===== src/rtl/wb_arbiter_4_masters_rr_if.sv =====
// wb_arbiter_4_masters_rr_if: Wishbone signals between four masters, the arbiter and one slave
//   i_mN_we/stb/cyc/sel/adr/dat : request from master N
//   o_mN_dat/ack/int            : read data, acknowledge, interrupt back to master N
//   o_s_*                       : request muxed onto the slave
//   i_s_dat/ack/int             : slave response
//   o_grant, o_timeout          : one-hot grant and watchdog abort pulse (status)
//   modport slave  : arbiter view (consumes requests, drives the slave port and returns)
//   modport master : environment view (masters plus slave model)
interface wb_arbiter_4_masters_rr_if;
    logic        i_m0_we, i_m1_we, i_m2_we, i_m3_we;
    logic        i_m0_stb, i_m1_stb, i_m2_stb, i_m3_stb;
    logic        i_m0_cyc, i_m1_cyc, i_m2_cyc, i_m3_cyc;
    logic [3:0]  i_m0_sel, i_m1_sel, i_m2_sel, i_m3_sel;
    logic [31:0] i_m0_adr, i_m1_adr, i_m2_adr, i_m3_adr;
    logic [31:0] i_m0_dat, i_m1_dat, i_m2_dat, i_m3_dat;
    logic [31:0] o_m0_dat, o_m1_dat, o_m2_dat, o_m3_dat;
    logic        o_m0_ack, o_m1_ack, o_m2_ack, o_m3_ack;
    logic        o_m0_int, o_m1_int, o_m2_int, o_m3_int;
    logic        o_s_we, o_s_stb, o_s_cyc;
    logic [3:0]  o_s_sel;
    logic [31:0] o_s_adr, o_s_dat, i_s_dat;
    logic        i_s_ack, i_s_int;
    logic [3:0]  o_grant;
    logic        o_timeout;
    modport slave (
        input  i_m0_we, i_m1_we, i_m2_we, i_m3_we, i_m0_stb, i_m1_stb, i_m2_stb, i_m3_stb,
               i_m0_cyc, i_m1_cyc, i_m2_cyc, i_m3_cyc, i_m0_sel, i_m1_sel, i_m2_sel, i_m3_sel,
               i_m0_adr, i_m1_adr, i_m2_adr, i_m3_adr, i_m0_dat, i_m1_dat, i_m2_dat, i_m3_dat,
               i_s_dat, i_s_ack, i_s_int,
        output o_m0_dat, o_m1_dat, o_m2_dat, o_m3_dat, o_m0_ack, o_m1_ack, o_m2_ack, o_m3_ack,
               o_m0_int, o_m1_int, o_m2_int, o_m3_int, o_s_we, o_s_stb, o_s_cyc, o_s_sel,
               o_s_adr, o_s_dat, o_grant, o_timeout
    );
    modport master (
        output i_m0_we, i_m1_we, i_m2_we, i_m3_we, i_m0_stb, i_m1_stb, i_m2_stb, i_m3_stb,
               i_m0_cyc, i_m1_cyc, i_m2_cyc, i_m3_cyc, i_m0_sel, i_m1_sel, i_m2_sel, i_m3_sel,
               i_m0_adr, i_m1_adr, i_m2_adr, i_m3_adr, i_m0_dat, i_m1_dat, i_m2_dat, i_m3_dat,
               i_s_dat, i_s_ack, i_s_int,
        input  o_m0_dat, o_m1_dat, o_m2_dat, o_m3_dat, o_m0_ack, o_m1_ack, o_m2_ack, o_m3_ack,
               o_m0_int, o_m1_int, o_m2_int, o_m3_int, o_s_we, o_s_stb, o_s_cyc, o_s_sel,
               o_s_adr, o_s_dat, o_grant, o_timeout
    );
endinterface


===== src/rtl/wb_arbiter_4_masters_rr.sv =====
// wb_arbiter_4_masters_rr: round-robin Wishbone arbiter sharing one slave among four masters
//   clk : system clock
//   rst : asynchronous active-high reset
//   bus : wb_arbiter_4_masters_rr_if.slave (master requests/returns, slave port, o_grant, o_timeout)
//   Macro ARB_TIMEOUT_EN adds a watchdog that aborts a grant after TIMEOUT_CYCLES unacked strobes.
module wb_arbiter_4_masters_rr #(
    parameter int TIMEOUT_CYCLES = 1024
) (
    input logic clk,
    input logic rst,
    wb_arbiter_4_masters_rr_if.slave bus
);
`ifdef ARB_TIMEOUT_EN
    typedef enum logic [1:0] {IDLE, BUSY, ABORT} state_t;
`else
    typedef enum logic [0:0] {IDLE, BUSY} state_t;
`endif
    state_t      state, state_nx;
    logic [3:0]  cyc, stb, we, req, pick, grant, grant_nx;
    logic [3:0]  sel [4];
    logic [31:0] adr [4], wdat [4];
    logic [1:0]  ptr, ptr_nx, gidx, k;
    logic        has;
    if (TIMEOUT_CYCLES < 2 || TIMEOUT_CYCLES > 65535) begin : g_bad_timeout
        $error("TIMEOUT_CYCLES must be within 2..65535");
    end
    assign cyc  = {bus.i_m3_cyc, bus.i_m2_cyc, bus.i_m1_cyc, bus.i_m0_cyc};
    assign stb  = {bus.i_m3_stb, bus.i_m2_stb, bus.i_m1_stb, bus.i_m0_stb};
    assign we   = {bus.i_m3_we, bus.i_m2_we, bus.i_m1_we, bus.i_m0_we};
    assign sel  = '{bus.i_m0_sel, bus.i_m1_sel, bus.i_m2_sel, bus.i_m3_sel};
    assign adr  = '{bus.i_m0_adr, bus.i_m1_adr, bus.i_m2_adr, bus.i_m3_adr};
    assign wdat = '{bus.i_m0_dat, bus.i_m1_dat, bus.i_m2_dat, bus.i_m3_dat};
    // grant is one-hot, so its index is a plain OR-encode
    assign gidx = {grant[3] | grant[2], grant[3] | grant[1]};
    assign has  = |grant;
    assign bus.o_s_cyc = has & cyc[gidx];
    assign bus.o_s_stb = has & stb[gidx];
    assign bus.o_s_we  = has & we[gidx];
    assign bus.o_s_sel = has ? sel[gidx] : '0;
    assign bus.o_s_adr = has ? adr[gidx] : '0;
    assign bus.o_s_dat = has ? wdat[gidx] : '0;
    assign bus.o_m0_ack = bus.i_s_ack & grant[0];
    assign bus.o_m1_ack = bus.i_s_ack & grant[1];
    assign bus.o_m2_ack = bus.i_s_ack & grant[2];
    assign bus.o_m3_ack = bus.i_s_ack & grant[3];
    assign bus.o_m0_dat = grant[0] ? bus.i_s_dat : '0;
    assign bus.o_m1_dat = grant[1] ? bus.i_s_dat : '0;
    assign bus.o_m2_dat = grant[2] ? bus.i_s_dat : '0;
    assign bus.o_m3_dat = grant[3] ? bus.i_s_dat : '0;
    assign bus.o_m0_int = bus.i_s_int;
    assign bus.o_m1_int = bus.i_s_int;
    assign bus.o_m2_int = bus.i_s_int;
    assign bus.o_m3_int = bus.i_s_int;
    assign bus.o_grant  = grant;
    // descending scan so the requester closest to ptr is written last and wins
    always_comb begin
        pick = '0;
        k = '0;
        for (int i = 3; i >= 0; i--) begin
            k = ptr + 2'(i);
            if (req[k]) pick = 4'b1 << k;
        end
    end
`ifdef ARB_TIMEOUT_EN
    logic [15:0] cnt;
    logic [3:0]  mask;
    logic        stall, abort, timeout;
    assign stall = state == BUSY && bus.o_s_stb && !bus.i_s_ack;
    assign abort = stall && cyc[gidx] && cnt == 16'(TIMEOUT_CYCLES - 1);
    assign req   = cyc & ~mask;
    assign bus.o_timeout = timeout;
    // a master stays masked after an abort until it lets its cyc fall
    always_ff @(posedge clk or posedge rst) begin
        if (rst) begin
            cnt     <= '0;
            mask    <= '0;
            timeout <= 1'b0;
        end else begin
            cnt     <= stall && state_nx == BUSY ? cnt + 16'd1 : '0;
            mask    <= (mask & cyc) | (abort ? grant : 4'b0);
            timeout <= abort;
        end
    end
`else
    assign req = cyc;
    assign bus.o_timeout = 1'b0;
`endif
    always_comb begin
        state_nx = state;
        grant_nx = grant;
        ptr_nx   = ptr;
        if (state == IDLE) begin
            if (|pick) begin
                grant_nx = pick;
                state_nx = BUSY;
            end
        end else if (state == BUSY) begin
            if (!cyc[gidx]) begin
                grant_nx = '0;
                ptr_nx   = gidx + 2'd1;
                state_nx = IDLE;
            end
`ifdef ARB_TIMEOUT_EN
            else if (abort) begin
                grant_nx = '0;
                ptr_nx   = gidx + 2'd1;
                state_nx = ABORT;
            end
`endif
        end else begin
            state_nx = IDLE;
        end
    end
    always_ff @(posedge clk or posedge rst) begin
        if (rst) begin
            state <= IDLE;
            grant <= '0;
            ptr   <= '0;
        end else begin
            state <= state_nx;
            grant <= grant_nx;
            ptr   <= ptr_nx;
        end
    end
endmodule

===== src/flat_wrapper.sv =====
// flat-port wrapper written by rule: the top's interface ports become plain ports
module wb_arbiter_4_masters_rr_flat 
#(
    parameter int TIMEOUT_CYCLES = 1024
)
  (clk, rst, bus_i_m0_we, bus_i_m1_we, bus_i_m2_we, bus_i_m3_we, bus_i_m0_stb, bus_i_m1_stb, bus_i_m2_stb, bus_i_m3_stb, bus_i_m0_cyc, bus_i_m1_cyc, bus_i_m2_cyc, bus_i_m3_cyc, bus_i_m0_sel, bus_i_m1_sel, bus_i_m2_sel, bus_i_m3_sel, bus_i_m0_adr, bus_i_m1_adr, bus_i_m2_adr, bus_i_m3_adr, bus_i_m0_dat, bus_i_m1_dat, bus_i_m2_dat, bus_i_m3_dat, bus_i_s_dat, bus_i_s_ack, bus_i_s_int, bus_o_m0_dat, bus_o_m1_dat, bus_o_m2_dat, bus_o_m3_dat, bus_o_m0_ack, bus_o_m1_ack, bus_o_m2_ack, bus_o_m3_ack, bus_o_m0_int, bus_o_m1_int, bus_o_m2_int, bus_o_m3_int, bus_o_s_we, bus_o_s_stb, bus_o_s_cyc, bus_o_s_sel, bus_o_s_adr, bus_o_s_dat, bus_o_grant, bus_o_timeout);
  wb_arbiter_4_masters_rr_if bus_i ();
  input logic clk;
  input logic rst;
  input wire logic [$bits(bus_i.i_m0_we)-1:0] bus_i_m0_we;
  input wire logic [$bits(bus_i.i_m1_we)-1:0] bus_i_m1_we;
  input wire logic [$bits(bus_i.i_m2_we)-1:0] bus_i_m2_we;
  input wire logic [$bits(bus_i.i_m3_we)-1:0] bus_i_m3_we;
  input wire logic [$bits(bus_i.i_m0_stb)-1:0] bus_i_m0_stb;
  input wire logic [$bits(bus_i.i_m1_stb)-1:0] bus_i_m1_stb;
  input wire logic [$bits(bus_i.i_m2_stb)-1:0] bus_i_m2_stb;
  input wire logic [$bits(bus_i.i_m3_stb)-1:0] bus_i_m3_stb;
  input wire logic [$bits(bus_i.i_m0_cyc)-1:0] bus_i_m0_cyc;
  input wire logic [$bits(bus_i.i_m1_cyc)-1:0] bus_i_m1_cyc;
  input wire logic [$bits(bus_i.i_m2_cyc)-1:0] bus_i_m2_cyc;
  input wire logic [$bits(bus_i.i_m3_cyc)-1:0] bus_i_m3_cyc;
  input wire logic [$bits(bus_i.i_m0_sel)-1:0] bus_i_m0_sel;
  input wire logic [$bits(bus_i.i_m1_sel)-1:0] bus_i_m1_sel;
  input wire logic [$bits(bus_i.i_m2_sel)-1:0] bus_i_m2_sel;
  input wire logic [$bits(bus_i.i_m3_sel)-1:0] bus_i_m3_sel;
  input wire logic [$bits(bus_i.i_m0_adr)-1:0] bus_i_m0_adr;
  input wire logic [$bits(bus_i.i_m1_adr)-1:0] bus_i_m1_adr;
  input wire logic [$bits(bus_i.i_m2_adr)-1:0] bus_i_m2_adr;
  input wire logic [$bits(bus_i.i_m3_adr)-1:0] bus_i_m3_adr;
  input wire logic [$bits(bus_i.i_m0_dat)-1:0] bus_i_m0_dat;
  input wire logic [$bits(bus_i.i_m1_dat)-1:0] bus_i_m1_dat;
  input wire logic [$bits(bus_i.i_m2_dat)-1:0] bus_i_m2_dat;
  input wire logic [$bits(bus_i.i_m3_dat)-1:0] bus_i_m3_dat;
  input wire logic [$bits(bus_i.i_s_dat)-1:0] bus_i_s_dat;
  input wire logic [$bits(bus_i.i_s_ack)-1:0] bus_i_s_ack;
  input wire logic [$bits(bus_i.i_s_int)-1:0] bus_i_s_int;
  output wire logic [$bits(bus_i.o_m0_dat)-1:0] bus_o_m0_dat;
  output wire logic [$bits(bus_i.o_m1_dat)-1:0] bus_o_m1_dat;
  output wire logic [$bits(bus_i.o_m2_dat)-1:0] bus_o_m2_dat;
  output wire logic [$bits(bus_i.o_m3_dat)-1:0] bus_o_m3_dat;
  output wire logic [$bits(bus_i.o_m0_ack)-1:0] bus_o_m0_ack;
  output wire logic [$bits(bus_i.o_m1_ack)-1:0] bus_o_m1_ack;
  output wire logic [$bits(bus_i.o_m2_ack)-1:0] bus_o_m2_ack;
  output wire logic [$bits(bus_i.o_m3_ack)-1:0] bus_o_m3_ack;
  output wire logic [$bits(bus_i.o_m0_int)-1:0] bus_o_m0_int;
  output wire logic [$bits(bus_i.o_m1_int)-1:0] bus_o_m1_int;
  output wire logic [$bits(bus_i.o_m2_int)-1:0] bus_o_m2_int;
  output wire logic [$bits(bus_i.o_m3_int)-1:0] bus_o_m3_int;
  output wire logic [$bits(bus_i.o_s_we)-1:0] bus_o_s_we;
  output wire logic [$bits(bus_i.o_s_stb)-1:0] bus_o_s_stb;
  output wire logic [$bits(bus_i.o_s_cyc)-1:0] bus_o_s_cyc;
  output wire logic [$bits(bus_i.o_s_sel)-1:0] bus_o_s_sel;
  output wire logic [$bits(bus_i.o_s_adr)-1:0] bus_o_s_adr;
  output wire logic [$bits(bus_i.o_s_dat)-1:0] bus_o_s_dat;
  output wire logic [$bits(bus_i.o_grant)-1:0] bus_o_grant;
  output wire logic [$bits(bus_i.o_timeout)-1:0] bus_o_timeout;
  assign bus_i.i_m0_we = bus_i_m0_we;
  assign bus_i.i_m1_we = bus_i_m1_we;
  assign bus_i.i_m2_we = bus_i_m2_we;
  assign bus_i.i_m3_we = bus_i_m3_we;
  assign bus_i.i_m0_stb = bus_i_m0_stb;
  assign bus_i.i_m1_stb = bus_i_m1_stb;
  assign bus_i.i_m2_stb = bus_i_m2_stb;
  assign bus_i.i_m3_stb = bus_i_m3_stb;
  assign bus_i.i_m0_cyc = bus_i_m0_cyc;
  assign bus_i.i_m1_cyc = bus_i_m1_cyc;
  assign bus_i.i_m2_cyc = bus_i_m2_cyc;
  assign bus_i.i_m3_cyc = bus_i_m3_cyc;
  assign bus_i.i_m0_sel = bus_i_m0_sel;
  assign bus_i.i_m1_sel = bus_i_m1_sel;
  assign bus_i.i_m2_sel = bus_i_m2_sel;
  assign bus_i.i_m3_sel = bus_i_m3_sel;
  assign bus_i.i_m0_adr = bus_i_m0_adr;
  assign bus_i.i_m1_adr = bus_i_m1_adr;
  assign bus_i.i_m2_adr = bus_i_m2_adr;
  assign bus_i.i_m3_adr = bus_i_m3_adr;
  assign bus_i.i_m0_dat = bus_i_m0_dat;
  assign bus_i.i_m1_dat = bus_i_m1_dat;
  assign bus_i.i_m2_dat = bus_i_m2_dat;
  assign bus_i.i_m3_dat = bus_i_m3_dat;
  assign bus_i.i_s_dat = bus_i_s_dat;
  assign bus_i.i_s_ack = bus_i_s_ack;
  assign bus_i.i_s_int = bus_i_s_int;
  assign bus_o_m0_dat = bus_i.o_m0_dat;
  assign bus_o_m1_dat = bus_i.o_m1_dat;
  assign bus_o_m2_dat = bus_i.o_m2_dat;
  assign bus_o_m3_dat = bus_i.o_m3_dat;
  assign bus_o_m0_ack = bus_i.o_m0_ack;
  assign bus_o_m1_ack = bus_i.o_m1_ack;
  assign bus_o_m2_ack = bus_i.o_m2_ack;
  assign bus_o_m3_ack = bus_i.o_m3_ack;
  assign bus_o_m0_int = bus_i.o_m0_int;
  assign bus_o_m1_int = bus_i.o_m1_int;
  assign bus_o_m2_int = bus_i.o_m2_int;
  assign bus_o_m3_int = bus_i.o_m3_int;
  assign bus_o_s_we = bus_i.o_s_we;
  assign bus_o_s_stb = bus_i.o_s_stb;
  assign bus_o_s_cyc = bus_i.o_s_cyc;
  assign bus_o_s_sel = bus_i.o_s_sel;
  assign bus_o_s_adr = bus_i.o_s_adr;
  assign bus_o_s_dat = bus_i.o_s_dat;
  assign bus_o_grant = bus_i.o_grant;
  assign bus_o_timeout = bus_i.o_timeout;
  wb_arbiter_4_masters_rr #(.TIMEOUT_CYCLES(TIMEOUT_CYCLES)) u_core (.clk(clk), .rst(rst), .bus(bus_i));
endmodule

===== config.mk =====
export PLATFORM = sky130hd
export DESIGN_NAME = wb_arbiter_4_masters_rr_flat
export DESIGN_NICKNAME = d
export VERILOG_FILES = /design/src/rtl/wb_arbiter_4_masters_rr_if.sv /design/src/rtl/wb_arbiter_4_masters_rr.sv /design/src/flat_wrapper.sv
export SDC_FILE = /design/constraint.sdc
export NUM_CORES = 1
export LEC_CHECK = 0
export BUFFER_PORTS_ARGS = -buffer_cell sky130_fd_sc_hd__buf_2
export CELL_PAD_IN_SITES_DETAIL_PLACEMENT = 1
export CELL_PAD_IN_SITES_GLOBAL_PLACEMENT = 2
export CORE_AREA = 2 2 204 206
export CTS_CLUSTER_SIZE = 8
export DETAILED_ROUTE_END_ITERATION = 12
export DIE_AREA = 0 0 206 208
export PLACE_DENSITY = 0.65
export SKIP_LAST_GASP = 1
export SLEW_MARGIN = 20
export SYNTH_ARGS = -nofsm -noshare
export SYNTH_HDL_FRONTEND = slang
export SYNTH_SLANG_ARGS = --single-unit
export TNS_END_PERCENT = 20

===== constraint.sdc =====
create_clock -name clk -period 5.1 [get_ports clk]
set_input_delay 0.765 -clock clk [delete_from_list [all_inputs] [get_ports clk]]
set_output_delay 0.765 -clock clk [all_outputs]
set_load 0.02 [all_outputs]

# Yosys cells after proc, flatten, opt, wreduce, memory -nomap -nowiden
# Index checks and enable logic that the tools add are counted.
# word_totals
ff_bits	7
out_inout_bits	212
elab_cells	74
inputBits	320
# classes
bitwise_logic	11
n_eq_ne	1
add_sub_neg	4
n_shift	4
mux	40
order_cmp	6
n_reduce_logical	5
# ops
cell	n
$mux W32	10
$bmux W32 S2	2
$mux W4	10
$shl A1 B2 Y4 const A	4
$lt A2 B3 Y1 const B	5
$bmux W1 S2	7
$mux W1	10
$bmux W4 S2	1
$reduce_or A4 Y1	2
$and A1 B1 Y1	7
$add A2 B1 Y2 const B	2
$add A2 B2 Y2 const B	2
$reduce_and A2 Y1	2
$ge A3 B3 Y1 const B	1
$not A2 Y3	1
$ne A2 B2 Y1 const B	1
$or A1 B1 Y1	2
$reduce_bool A2 Y1	1
$not A1 Y1	1

# Longest topological paths before layout
# Gate-level depths: netlist of run 1.
# depth
word_depth	10
mapped_depth	8
depth_no_buf	7

# Least setup slack after synthesis of run 1
# Ideal clock, no wire load.
# synth_timing
kind	flip-flop to output port
start	register u_core.grant[2], in the netlist u_core.bus.o_grant[2]
end	output port bus_o_s_adr[12]
path_slack_ns	2.300
arrival_ns	2.035
n_path_buf	4
path_stages_with_launch	8
t_required_ns	4.335
path_cell_list	dfrtp_1 > clkbuf_1 > or2_2 > clkbuf_1 > clkbuf_1 > clkbuf_1 > a221oi_1 > a21oi_1
# synth_via
elab_chain_len	6
elab_cells_between_ends	7
cone_classes	mux: 4; bitwise: 2; reduce/logical: 1
# synth_lines
item	line_no	source
start, declared	wb_arbiter_4_masters_rr.sv:19	logic [3:0] cyc, stb, we, req, pick, grant, grant_nx;
start signal, assigned	wb_arbiter_4_masters_rr.sv:121	grant <= grant_nx;
$or A1 B1 Y1	wb_arbiter_4_masters_rr.sv:34	assign gidx = {grant[3] | grant[2], grant[3] | grant[1]};
$not A2 Y3 (implied by the code)	wb_arbiter_4_masters_rr.sv:40	assign bus.o_s_adr = has ? adr[gidx] : '0;
$bmux W32 S2	wb_arbiter_4_masters_rr.sv:40	
$mux W32 (implied by the code) (2 in a row)	wb_arbiter_4_masters_rr.sv:40	
$mux W32 (*)	wb_arbiter_4_masters_rr.sv:40	
end, declared	flat_wrapper.sv:53	output wire logic [$bits(bus_i.o_s_adr)-1:0] bus_o_s_adr;
# Mark *: on every way between the ends. The rest lies on a longest branch, timed or not. The select of a mux whose other input is x is not followed.

# Final worst setup path of run 1
# layout_timing
start	register u_core.grant[0], in the netlist u_core.bus.o_grant[0]
end	output port bus_o_s_adr[18]
# layout_via
elab_chain_len	2
# layout_lines
item	line_no	source
$reduce_or A4 Y1	wb_arbiter_4_masters_rr.sv:35	assign has = |grant;
$mux W32	wb_arbiter_4_masters_rr.sv:40	
# Every way passes these cells.

==> results of run 1 <==
-- report_power, final --
group | leakage, uW | switching (uW) | internal [uW]
combinational | 0.00365 | 2280 | 1310
clock | 0.0000382 | 34.3 | 104
sequential | 0.0000854 | 46.9 | 82.8
total | 0.00377 | 2370 | 1500
-- cells in the mapped netlist, types with 2 or more instances --
library cell,instances
nor2b_1,2
mux2i_1,70
o221ai_2,4
and3b_2,3
buf_2,5
and2_1,132
a221oi_1,71
mux4_2,3
nor2_1,6
a31o_1,4
nand2b_1,5
a211o_1,4
buf_4,5
inv_1,4
clkbuf_1,49
ha_1,8
dfrtp_1,7
a21oi_1,70
-- through the flow --
stage                 util  power, uW  instances  hold slack, ps  area (um^2)
floorplan                -       2526        469           568.4         3472
global placement    0.1642       3764       1478           632.0         6660
detailed placement  0.1642       3778       1478           665.7         6660
CTS                 0.1662       3926       1482           485.1         6739
global route        0.1662       4171       1483           498.7         6741
finish              0.1663       3866       1484           466.6         6744
-- logic make-up (layout without fill, tap and decap cells) --
kind of cell    count (synthesis)  count (layout)  share of synthesized area
compound gates                160             160                     0.3326
buf+inv                        65             546                    0.07964
flops                           7               7                    0.05045
simple gates                  152             152                     0.2728
xor+xnor                        1               1                   0.002523
mux                            75              75                     0.2321
fa+ha+maj                       8               8                    0.02883
other cells                     1               3                   0.001080
-- metal layers --
metal / track usage / wire (um) / up-vias
li1: - / - / 2733
met1: 0.1214 / 9626 / 2637
met2: 0.1913 / 12250 / 296
met3: 0.01629 / 1911 / 27
met4: 0.01502 / 307 / 2
met5: 0 / 13 / -
-- layout make-up --
cell class	count	area (um^2)	share of cell area
Tap cell	532	665.6	0.09870
Multi-Input combinational cell	397	3038	0.4505
Inverter	4	15.01	0.002226
Clock buffer	4	78.83	0.01169
Timing Repair Buffer	538	2763	0.4096
Antenna cell	2	5.005	0.0007421
Sequential cell	7	178.9	0.02653
-- worst min-delay path by stage --
stage,startpoint,to,slack [ps],cells past startpoint
3_5_place_dp,u_core.state,u_core.state,670,1
2_1_floorplan,rst,u_core.bus.o_grant[0],570,1
5_1_grt,rst,u_core.bus.o_grant[0],500,2
6_report,rst,u_core.bus.o_grant[0],470,2
4_1_cts,rst,u_core.bus.o_grant[0],490,2
3_3_place_gp,u_core.state,u_core.state,630,1
-- registers in the layout, indices dropped and copies added (netlist names) --
register and cells:
u_core.state 1, u_core.bus.o_grant 4, u_core.ptr 2
-- critical path, cell delays in order (launching register included) --
cell      delay [ps]
dfrtp_1          320
buf_4            300
nor2b_4          810
buf_12           280
a221oi_1         110
a21oi_1          280
buf_2            220
==> results_tabular.tex, run 1 <==
\begin{tabular}{lr}
\hline
Metric & Value \\
\hline
\multicolumn{2}{l}{\textbf{Outcome}} \\
\quad Status & completed \\
\multicolumn{2}{l}{\textbf{Logic synthesis}} \\
\quad Top FF cell, synth & dfrtp\_1 \\
\quad Number of distinct standard cells referenced by the synthesized netlist & 35 \\
\quad Top post-synthesis cells by area & and2\_1 24\%, mux2i\_1 20\%, a221oi\_1 18\% \\
\quad Yosys top cell area share & 0.2378 \\
\quad Synthesized instance count & roughly 470 \\
\quad Synthesized cell area & 3472 um\^{}2 \\
\quad Total nets after synthesis & approximately 800 \\
\quad Register area share after synthesis & 0.05045 \\
\quad Synthesis-stage register bit count & 7 \\
\quad Fraction of registers with async set/reset & 1.000 \\
\quad Yosys warns & 0 \\
\quad Number of enable flip-flop cells after synthesis & 0 \\
\quad Average footprint of a synthesized cell & approximately 7.4 um\^{}2 \\
\quad Post-synth top area cell & and2\_1 \\
\multicolumn{2}{l}{\textbf{Worst setup path}} \\
\quad Crit. End Element & output port \\
\quad Worst r2r dst & u\_core.ptr[0] \\
\quad Reg-to-Reg Start & u\_core.bus.o\_grant[3] \\
\quad Number of cells traversed by the worst register-to-register path & 5 \\
\quad Worst setup slack for register-to-register paths & between 2000 and 3000 ps \\
\quad Launching element of the worst setup path & u\_core.bus.o\_grant[0] \\
\quad Worst-path maximum fanout & 37 \\
\quad Endpoint required time on the critical path & between 4000 and 5000 ps \\
\quad Classification of the worst setup path & register to output port \\
\quad Destination of the critical timing path & bus\_o\_s\_adr[18] \\
\quad Type of element launching the critical path & register \\
\quad Data arrival time of the critical path & between 2000 and 3000 ps \\
\multicolumn{2}{l}{\textbf{CTS}} \\
\quad Count of clock tree sinks & 7 \\
\quad CTS Buffer Depth & 2 \\
\quad H-tree depth & 1 \\
\quad Clock tree root buffer cell & clkbuf\_16 \\
\quad CTS tree & done \\
\quad Post-CTS sizing & 0 \\
\quad Clock input transition at the sequential cells of the worst setup and hold paths & about 40 ps \\
\quad Post CTS Setup Buffer Count & 0 \\
\quad Number of hold buffers added after CTS & 0 \\
\quad Clock latency on the worst-skew pair & approximately 240 ps \\
\quad CTS Buf Count & 3 \\
\multicolumn{2}{l}{\textbf{Pwr}} \\
\quad Power per standard cell area & between 500 and 600 nW/um\^{}2 \\
\quad VDD IR-drop max & $\sim$200 uV \\
\quad Static Leak & 0.003774 uW \\
\multicolumn{2}{l}{\textbf{Timing}} \\
\quad Worst slew margin relative to its limit & 0.3999 \\
\quad Worst clock skew on the final layout & between 2 and 3 ps \\
\quad RSZ-0062 raised after global routing & false \\
\quad Total negative slack for setup checks & 0 ps \\
\quad Final count of pins violating max slew & 0 \\
\quad Final WS setup & between 1500 and 2000 ps \\
\quad Crit share post-route & 0.6597 \\
\quad Hold Fails Final Rpt & 0 \\
\quad Fmax achieved & between 0.2 and 0.3 GHz \\
\quad Slew at the pin closest to its max-slew limit & $\sim$900 ps \\
\quad Final-report setup violation count & 0 \\
\quad Minimum period implied by the final worst setup slack & between 3000 and 4000 ps \\
\multicolumn{2}{l}{\textbf{Floorplanning}} \\
\quad Die width & 206 um \\
\quad Starting utilization of the core area & 0.08562 \\
\quad Area of the placeable core & 40550 um\^{}2 \\
\quad Number of top-level pins & around 530 \\
\quad Site Rows & between 70 and 80 \\
\quad Die Footprint & about 43000 um\^{}2 \\
\quad Die height & 208 um \\
\multicolumn{2}{l}{\textbf{Route}} \\
\quad Routed length per placed instance & about 16 um \\
\quad Post-route DRC & 0 \\
\quad Via count & roughly 5.7k \\
\quad Post-route antenna net violation count & 0 \\
\quad First-pass iteration count of the detailed router & 4 \\
\quad Avg Vias per Cell & approximately 3.8 \\
\quad Number of DRC markers in iteration 0 & roughly 210 \\
\quad Final routed wirelength across all metal layers & 24110 um \\
\multicolumn{2}{l}{\textbf{Global route}} \\
\quad Maximum number of pins on one net before global-route repair & 61 \\
\quad Global route total overflow & 0 \\
\quad GRT Overall Usage & 0.1016 \\
\quad Number of antenna violations at the first check in global routing & 2 \\
\quad First-pass GRT wire length & 34270 um \\
\quad Vias in the first global route & around 5.7k \\
\multicolumn{2}{l}{\textbf{Final layout}} \\
\quad Fraction of layout cells with a size suffix above 1 & 0.5842 \\
\quad Most common library cell in the layout ignoring fill and taps & buf\_2 \\
\quad Synthesis-to-finish area growth & 94.23\% \\
\quad Number of filler cells placed in the layout & between 5k and 6k \\
\quad Commonest cells after routing, fill and taps aside & 525 x buf\_2, 132 x and2\_1, 71 x a221oi\_1, 70 x mux2i\_1, 70 x a21oi\_1 \\
\quad \# nets final & 1279 \\
\multicolumn{2}{l}{\textbf{Placed design}} \\
\quad Quantity of I/O buffers inserted on ports & 525 \\
\quad RD Place Congestion & between 0.8 and 0.9 \\
\quad Pre-CTS setup slack & approximately 1900 ps \\
\quad HPWL reported at the end of detailed placement & approximately 20000 um \\
\multicolumn{2}{l}{\textbf{Min path}} \\
\quad Worst hold path class & primary input to async pin \\
\multicolumn{2}{l}{\textbf{Flow run}} \\
\quad Max-capacitance violation count & 0 \\
\hline
\end{tabular}
No activity file was read; power rests on OpenSTA's default activity.
==> run 2, diff against run 1 <==
--- a/config.mk
+++ b/config.mk
@@ -5,14 +5,15 @@
 export SDC_FILE = /design/constraint.sdc
 export NUM_CORES = 1
 export LEC_CHECK = 0
+export ABC_AREA = 1
 export BUFFER_PORTS_ARGS = -buffer_cell sky130_fd_sc_hd__buf_2
 export CELL_PAD_IN_SITES_DETAIL_PLACEMENT = 1
 export CELL_PAD_IN_SITES_GLOBAL_PLACEMENT = 2
-export CORE_AREA = 2 2 204 206
+export CORE_AREA = 2 2 209 211
 export CTS_CLUSTER_SIZE = 8
 export DETAILED_ROUTE_END_ITERATION = 12
-export DIE_AREA = 0 0 206 208
-export PLACE_DENSITY = 0.65
+export DIE_AREA = 0 0 211 213
+export PLACE_DENSITY = 0.74
 export SKIP_LAST_GASP = 1
 export SLEW_MARGIN = 20
 export SYNTH_ARGS = -nofsm -noshare
==> constraint.sdc (replaced) <==
create_clock -name clk -period 3.2 [get_ports clk]
set_input_delay 0.48 -clock clk [delete_from_list [all_inputs] [get_ports clk]]
set_output_delay 0.48 -clock clk [all_outputs]
set_load 0.02 [all_outputs]
==> results_tabular.tex, run 2 <==
\begin{tabular}{lr}
\hline
Metric & Value \\
\hline
\multicolumn{2}{l}{\textbf{Outcome}} \\
\quad Status & completed (unchanged) \\
\multicolumn{2}{l}{\textbf{Route}} \\
\quad Avg Vias per Cell & 3.881 (was 3.838) \\
\quad Post-route antenna net violation count & 0 (unchanged) \\
\quad Final routed wirelength across all metal layers & 32060 um (was 24110 um) \\
\quad Post-route DRC & 0 (unchanged) \\
\quad Routed length per placed instance & 16.30 um (was 16.24 um) \\
\quad Via count & 7631 (was 5695) \\
\quad Number of DRC markers in iteration 0 & 252 (was 206) \\
\quad First-pass iteration count of the detailed router & 4 (unchanged) \\
\multicolumn{2}{l}{\textbf{Placed design}} \\
\quad Number of placed instances, taps included & 1960 (was 1478) \\
\quad RD Place Congestion & 0.8519 (was 0.8879) \\
\quad HPWL reported at the end of detailed placement & 26440 um (was 20020 um) \\
\quad Quantity of I/O buffers inserted on ports & 525 (unchanged) \\
\quad Pre-CTS setup slack & 746.3 ps (was 1851 ps) \\
\multicolumn{2}{l}{\textbf{Pwr}} \\
\quad Total chip power & 7921 uW (was 3866 uW) \\
\quad VDD IR-drop max & 634.4 uV (was 200.5 uV) \\
\quad Static Leak & 0.005008 uW (was 0.003774 uW) \\
\quad Power per standard cell area & 1058 nW/um\^{}2 (was 573.3 nW/um\^{}2) \\
\multicolumn{2}{l}{\textbf{CTS}} \\
\quad CTS Buffer Depth & 2 (unchanged) \\
\quad Clock input transition at the sequential cells of the worst setup and hold paths & 40 ps (about the same) \\
\quad Clock latency on the worst-skew pair & 240 ps (about the same) \\
\quad Post CTS Setup Buffer Count & 0 (unchanged) \\
\quad Count of clock tree sinks & 7 (unchanged) \\
\quad CTS tree & done (unchanged) \\
\quad Clock tree root buffer cell & clkbuf\_16 (unchanged) \\
\quad H-tree depth & 1 (unchanged) \\
\quad CTS Buf Count & 3 (unchanged) \\
\quad Number of hold buffers added after CTS & 0 (unchanged) \\
\quad Post-CTS sizing & 0 (unchanged) \\
\multicolumn{2}{l}{\textbf{Global route}} \\
\quad Number of antenna violations at the first check in global routing & 13 (was 2) \\
\quad Global route total overflow & 0 (unchanged) \\
\quad Maximum number of pins on one net before global-route repair & 115 (was 61) \\
\quad Vias in the first global route & 7634 (was 5735) \\
\quad GRT Overall Usage & 0.1317 (was 0.1016) \\
\quad First-pass GRT wire length & 45930 um (was 34270 um) \\
\multicolumn{2}{l}{\textbf{Timing}} \\
\quad Fmax achieved & 0.3764 GHz \\
\quad Worst clock skew on the final layout & 1.880 ps (was 2.506 ps) \\
\quad Final count of pins violating max slew & 0 (unchanged) \\
\quad Slew at the pin closest to its max-slew limit & 609.9 ps (was 898.2 ps) \\
\quad Hold Fails Final Rpt & 0 (unchanged) \\
\quad Crit share post-route & 0.8301 \\
\quad Final-report setup violation count & 0 (unchanged) \\
\quad Worst slew margin relative to its limit & 0.5928 (was 0.3999) \\
\quad Final WS setup & 543.6 ps (was 1736 ps) \\
\quad RSZ-0062 raised after global routing & false (unchanged) \\
\quad Total negative slack for setup checks & 0 ps (unchanged) \\
\quad Minimum period implied by the final worst setup slack & 2656 ps \\
\multicolumn{2}{l}{\textbf{Floorplanning}} \\
\quad Site Rows & 76 (was 74) \\
\quad Area of the placeable core & 42700 um\^{}2 (was 40550 um\^{}2) \\
\quad Die height & 213 um (was 208 um) \\
\quad Number of top-level pins & 532 (unchanged) \\
\quad Starting utilization of the core area & 0.09946 (was 0.08562) \\
\quad Die Footprint & 44940 um\^{}2 (was 42850 um\^{}2) \\
\quad Die width & 211 um (was 206 um) \\
\multicolumn{2}{l}{\textbf{Min path}} \\
\quad Worst hold path class & primary input to async pin (unchanged) \\
\multicolumn{2}{l}{\textbf{Logic synthesis}} \\
\quad Synth cell count leaders & 286 x nor2\_1, 162 x nand2\_1, 147 x inv\_1, 145 x o21ai\_0, 70 x a21oi\_1 (was 132 x and2\_1, 71 x a221oi\_1, 70 x a21oi\_1, 70 x mux2i\_1, 49 x clkbuf\_1) \\
\quad Post-synth top area cell & nor2\_1 (was and2\_1) \\
\quad Top post-synthesis cells by area & nor2\_1 25\%, o21ai\_0 17\%, nand2\_1 14\% (was and2\_1 24\%, mux2i\_1 20\%, a221oi\_1 18\%) \\
\quad Synthesized cell area & 4247 um\^{}2 (was 3472 um\^{}2) \\
\quad Yosys top cell area share & 0.2528 (was 0.2378) \\
\quad Average footprint of a synthesized cell & 4.475 um\^{}2 (was 7.403 um\^{}2) \\
\quad Register area share after synthesis & 0.04125 (was 0.05045) \\
\quad Top FF cell, synth & dfrtp\_1 (unchanged) \\
\quad Total nets after synthesis & 1277 (was 797) \\
\quad Fraction of registers with async set/reset & 1.000 (unchanged) \\
\quad Yosys warns & 0 (unchanged) \\
\quad Number of distinct standard cells referenced by the synthesized netlist & 25 (was 35) \\
\quad Number of enable flip-flop cells after synthesis & 0 (unchanged) \\
\quad Synthesis-stage register bit count & 7 (unchanged) \\
\quad Cell with the most instances after synthesis & nor2\_1 (was and2\_1) \\
\quad Synthesized instance count & 949 (was 469) \\
\multicolumn{2}{l}{\textbf{Final layout}} \\
\quad Fraction of layout cells with a size suffix above 1 & 0.3992 (was 0.5842) \\
\quad \# nets final & 1747 (was 1279) \\
\quad Post-route insts no fill & 1966 (was 1484) \\
\quad Commonest cells after routing, fill and taps aside & 525 x buf\_2, 285 x nor2\_1, 162 x nand2\_1, 147 x inv\_1, 145 x o21ai\_0 (was 525 x buf\_2, 132 x and2\_1, 71 x a221oi\_1, 70 x mux2i\_1, 70 x a21oi\_1) \\
\quad Synthesis-to-finish area growth & 76.31\% (was 94.23\%) \\
\quad Most common library cell in the layout ignoring fill and taps & buf\_2 (unchanged) \\
\quad Flip-flop count of the largest register after layout & 4 (unchanged) \\
\multicolumn{2}{l}{\textbf{Worst setup path}} \\
\quad Worst-path cell with the longest stage delay & dfrtp\_1 (was nor2b\_4) \\
\quad Stage delay of the slowest cell on the critical path & 500 ps (was 810 ps) \\
\quad Data arrival time of the critical path & 2180 ps (was 2600 ps) \\
\quad Worst-path maximum fanout & 55 (was 37) \\
\quad Crit. End Element & output port (unchanged) \\
\quad Classification of the worst setup path & register to output port (unchanged) \\
\quad Number of cells traversed by the worst register-to-register path & 13 (was 5) \\
\quad Endpoint required time on the critical path & 2720 ps (was 4340 ps) \\
\quad Worst setup slack for register-to-register paths & 880 ps (was 2540 ps) \\
\quad Type of element launching the critical path & register (unchanged) \\
\quad Cell chain of the critical path & nor2\_8 -> inv\_2 -> buf\_12 -> o21ai\_0 -> a21oi\_1 -> buf\_2 (was buf\_4 -> nor2b\_4 -> buf\_12 -> a221oi\_1 -> a21oi\_1 -> buf\_2) \\
\multicolumn{2}{l}{\textbf{Flow run}} \\
\quad Max-capacitance violation count & 0 (unchanged) \\
\hline
\end{tabular}
## run 2: changes by cell type in the layout (fill, tap and decap cells not counted), moves of 23 or more
cell	previous run	this run
nand3_1	0	23
a221oi_1	71	0
nor2_1	5	285
inv_1	4	147
o21ai_0	1	145
and2_1	132	0
mux2i_1	70	0
nand2_1	1	162
## run 2: through the flow
stage               utilization  area (um^2)  hold WS (ps)
finish                   0.1754         7487         202.5
global route             0.1754         7487         236.7
CTS                      0.1752         7482         219.7
detailed placement       0.1734         7403         467.8
global placement         0.1734         7403         449.1
floorplan                     -         4247         283.4
## run 2: kinds of logic (layout without fill, tap and decap cells)
family	after synthesis	count (layout)	synth area share
simple gates	488	488	0.4585
buf+inv	225	694	0.2133
compound gates	220	220	0.2625
fa+ha+maj	8	8	0.02357
flops	7	7	0.04125
other cells	1	3	0.0008831
## run 2: layout make-up
| class | count | area [um^2] |
|---|---|---|
| antenna | 2 | 5.005 |
| multi-input combinational | 717 | 3179 |
| inverter | 151 | 566.8 |
| sequential | 7 | 178.9 |
| timing repair buffer | 539 | 2795 |
| fill | 5719 | 35210 |
| clock buffer | 4 | 78.83 |
| tap | 546 | 683.2 |
## run 2: path summary, 6_finish.rpt
| path | end | from |
|---|---|---|
| min in group clk | u_core.bus.o_grant[0] | u_core.state |
| setup / recovery | bus_o_s_dat[31] | u_core.bus.o_grant[3] |
| max in group asynchronous | u_core.bus.o_grant[1] | rst |
| hold / removal | u_core.state | rst |
| hold reg to reg | u_core.bus.o_grant[0] | u_core.state |
| setup reg to reg | u_core.bus.o_grant[3] | u_core.ptr[0] |
## run 2: power breakdown
part           switching, uW  internal, uW
sequential              69.2           137
combinational           5270          2220
clock                   51.8           166
total                   5390          2530
## run 2: routing by layer
| metal | up-vias | track usage | share of wire |
|---|---|---|---|
| li1 | 3816 | - | - |
| met1 | 3402 | 0.1607 | 0.42 |
| met2 | 364 | 0.2353 | 0.49 |
| met3 | 33 | 0.03368 | 0.081 |
| met4 | 16 | 0.02210 | 0.013 |
| met5 | - | 0 | 0.0033 |
## run 2: worst max-delay path, delay by kind of cell, from the launching register on
kind	cells	cell delay, ps
flip-flops	1	500
buffers and inverters	3	870
AO/OA/AOI/OAI	2	430
AND/OR/NAND/NOR	1	60
==> run 3, diff against run 2 <==
--- a/config.mk
+++ b/config.mk
@@ -5,7 +5,7 @@
 export SDC_FILE = /design/constraint.sdc
 export NUM_CORES = 1
 export LEC_CHECK = 0
-export ABC_AREA = 1
+export ABC_AREA = 0
 export BUFFER_PORTS_ARGS = -buffer_cell sky130_fd_sc_hd__buf_2
 export CELL_PAD_IN_SITES_DETAIL_PLACEMENT = 1
 export CELL_PAD_IN_SITES_GLOBAL_PLACEMENT = 2
@@ -13,7 +13,7 @@
 export CTS_CLUSTER_SIZE = 8
 export DETAILED_ROUTE_END_ITERATION = 12
 export DIE_AREA = 0 0 211 213
-export PLACE_DENSITY = 0.74
+export PLACE_DENSITY = 0.65
 export SKIP_LAST_GASP = 1
 export SLEW_MARGIN = 20
 export SYNTH_ARGS = -nofsm -noshare
==> constraint.sdc (replaced) <==
create_clock -name clk -period 2.2 [get_ports clk]
set_input_delay 0.33 -clock clk [delete_from_list [all_inputs] [get_ports clk]]
set_output_delay 0.33 -clock clk [all_outputs]
set_load 0.02 [all_outputs]
==> results_tabular.tex, run 3 (synthesis gave the netlist of run 1 again) <==
\begin{tabular}{lr}
\hline
Metric & Value \\
\hline
\multicolumn{2}{l}{\textbf{CTS}} \\
\quad Count of clock tree sinks & 7 (unchanged) \\
\quad Clock latency on the worst-skew pair & 240 ps (about the same) \\
\quad Clock input transition at the sequential cells of the worst setup and hold paths & 40 ps (about the same) \\
\quad CTS tree & done (unchanged) \\
\quad Number of hold buffers added after CTS & 0 (unchanged) \\
\quad CTS Buffer Depth & 2 (unchanged) \\
\quad CTS Buf Count & 3 (unchanged) \\
\quad H-tree depth & 1 (unchanged) \\
\quad Clock tree root buffer cell & clkbuf\_16 (unchanged) \\
\multicolumn{2}{l}{\textbf{Floorplanning}} \\
\quad Site Rows & 76 (unchanged) \\
\quad Number of top-level pins & 532 (unchanged) \\
\quad Die width & 211 um (unchanged) \\
\quad Area of the placeable core & 42700 um\^{}2 (unchanged) \\
\quad Die Footprint & 44940 um\^{}2 (unchanged) \\
\quad Starting utilization of the core area & 0.08132 (was 0.09946) \\
\quad Die height & 213 um (unchanged) \\
\multicolumn{2}{l}{\textbf{Final layout}} \\
\quad Number of filler cells placed in the layout & 5290 (was 5719) \\
\quad Utilization after layout & 0.1709 (was 0.1754) \\
\quad Fraction of layout cells with a size suffix above 1 & 0.6336 (was 0.3992) \\
\quad Total inserted antenna cells & 0 (was 2) \\
\quad Flip-flop count of the largest register after layout & 4 (unchanged) \\
\quad Most common library cell in the layout ignoring fill and taps & buf\_2 (unchanged) \\
\quad Synthesis-to-finish area growth & 110.2\% (was 76.31\%) \\
\quad Post-route insts no fill & 1534 (was 1966) \\
\quad \# nets final & 1317 (was 1747) \\
\quad Commonest cells after routing, fill and taps aside & 525 x buf\_2, 132 x and2\_1, 71 x a221oi\_1, 64 x mux2i\_1, 50 x a21oi\_1 (was 525 x buf\_2, 285 x nor2\_1, 162 x nand2\_1, 147 x inv\_1, 145 x o21ai\_0) \\
\multicolumn{2}{l}{\textbf{Timing}} \\
\quad Final WS setup & -4.240 ps (was 543.6 ps) \\
\quad Fmax achieved & 0.4537 GHz \\
\quad RSZ-0062 raised after global routing & true (was false) \\
\quad Minimum period implied by the final worst setup slack & about 2200 ps \\
\quad Final-report setup violation count & 1 (was 0) \\
\quad Crit share post-route & 1.002 \\
\quad Final count of pins violating max slew & 0 (unchanged) \\
\quad Worst clock skew on the final layout & 1.018 ps (was 1.880 ps) \\
\quad Hold Fails Final Rpt & 0 (unchanged) \\
\multicolumn{2}{l}{\textbf{Route}} \\
\quad Avg Vias per Cell & 3.734 (was 3.881) \\
\quad Via count & 5728 (was 7631) \\
\quad Routed length per placed instance & 16.49 um (was 16.30 um) \\
\quad Final routed wirelength across all metal layers & 25290 um (was 32060 um) \\
\quad Post-route DRC & 0 (unchanged) \\
\quad Post-route antenna net violation count & 0 (unchanged) \\
\quad Number of DRC markers in iteration 0 & 331 (was 252) \\
\quad First-pass iteration count of the detailed router & 5 (was 4) \\
\multicolumn{2}{l}{\textbf{Min path}} \\
\quad Worst hold path class & primary input to async pin (unchanged) \\
\multicolumn{2}{l}{\textbf{Worst setup path}} \\
\quad Type of element launching the critical path & register (unchanged) \\
\quad Classification of the worst setup path & register to output port (unchanged) \\
\quad Number of cells traversed by the worst register-to-register path & 7 (was 13) \\
\quad Endpoint required time on the critical path & 1870 ps (was 2720 ps) \\
\quad Data arrival time of the critical path & 1870 ps (was 2180 ps) \\
\quad Worst-path maximum fanout & 13 (was 55) \\
\quad Crit. End Element & output port (unchanged) \\
\multicolumn{2}{l}{\textbf{Placed design}} \\
\quad RD Place Congestion & 0.7896 (was 0.8519) \\
\quad Quantity of I/O buffers inserted on ports & 525 (unchanged) \\
\quad Pre-CTS setup slack & -30.12 ps (was 746.3 ps) \\
\quad Number of placed instances, taps included & 1517 (was 1960) \\
\quad HPWL reported at the end of detailed placement & 21440 um (was 26440 um) \\
\multicolumn{2}{l}{\textbf{Outcome}} \\
\quad Status & finished, violations left (was completed) \\
\quad Failing checks & setup timing \\
\multicolumn{2}{l}{\textbf{Pwr}} \\
\quad Power per standard cell area & 1386 nW/um\^{}2 (was 1058 nW/um\^{}2) \\
\quad Static Leak & 0.003991 uW (was 0.005008 uW) \\
\quad VDD IR-drop max & 533.7 uV (was 634.4 uV) \\
\quad Total chip power & 10120 uW (was 7921 uW) \\
\multicolumn{2}{l}{\textbf{Global route}} \\
\quad Number of antenna violations at the first check in global routing & 1 (was 13) \\
\quad Global route total overflow & 0 (unchanged) \\
\quad Vias in the first global route & 5555 (was 7634) \\
\quad First-pass GRT wire length & 34890 um (was 45930 um) \\
\quad Maximum number of pins on one net before global-route repair & 64 (was 115) \\
\quad GRT Overall Usage & 0.1010 (was 0.1317) \\
\multicolumn{2}{l}{\textbf{Flow run}} \\
\quad Max-capacitance violation count & 0 (unchanged) \\
\hline
\end{tabular}
## run 3: cell type report
cell class / instances / area, um^2 / share of cell area
repair buffers: 576 / 3168 / 0.4342
clock inverters: 1 / 5.005 / 0.0006859
well taps: 546 / 683.2 / 0.09362
flip-flops and latches: 7 / 180.2 / 0.02469
inverters: 4 / 15.01 / 0.002058
multi-input cells: 397 / 3171 / 0.4345
clock buffers: 3 / 75.07 / 0.01029
## run 3: worst paths after layout
check | from | to | slack, ps
min in group clk | u_core.ptr[0] | u_core.ptr[0] | 580
worst max register to register | u_core.ptr[1] | u_core.bus.o_grant[1] | 50
max in group asynchronous | rst | u_core.bus.o_grant[1] | 1930
worst min register to register | u_core.ptr[0] | u_core.ptr[0] | 580
worst min-delay path | rst | u_core.state | 20
worst max-delay path | u_core.bus.o_grant[1] | bus_o_s_dat[31] | -4
## run 3: critical path: stages, from the launching register on
cell and delay, ps:
dfrtp_4 530, nor2_4 160, buf_12 170, buf_12 170, mux2i_2 260, a21oi_1 140, buf_2 190
## run 3: where the power goes
part | internal [uW] | switching, uW
registers | 195 | 82.8
clock network | 239 | 78.7
logic | 3820 | 5700
## run 3: per-layer routing
layer	share of wire	wire, um	GRT usage
met1	0.42	10740	0.1345
met2	0.51	12840	0.1750
met5	0	0	0
met4	0.0096	243	0.01870
met3	0.058	1466	0.01324
## run 3: through the flow
step / hold slack, ps / setup TNS (ps) / cell area [um^2]
global placement: 279.9 / 0 / 7027
finish: 23.55 / -4.240 / 7297
global route: 61.26 / -1021 / 7297
floorplan: 133.4 / -154.1 / 3552
detailed placement: 291.6 / -94.08 / 7027
CTS: 37.37 / -13.80 / 7223
## run 3: timing repair
action | 4_1_cts | 5_1_grt
buffers inserted | 7 | 6
pin swaps | 0 | 6
endpoints found under the setup margin | 29 | 47
hold endpoints to repair | 0 | 0
resized for setup | 8 | 8
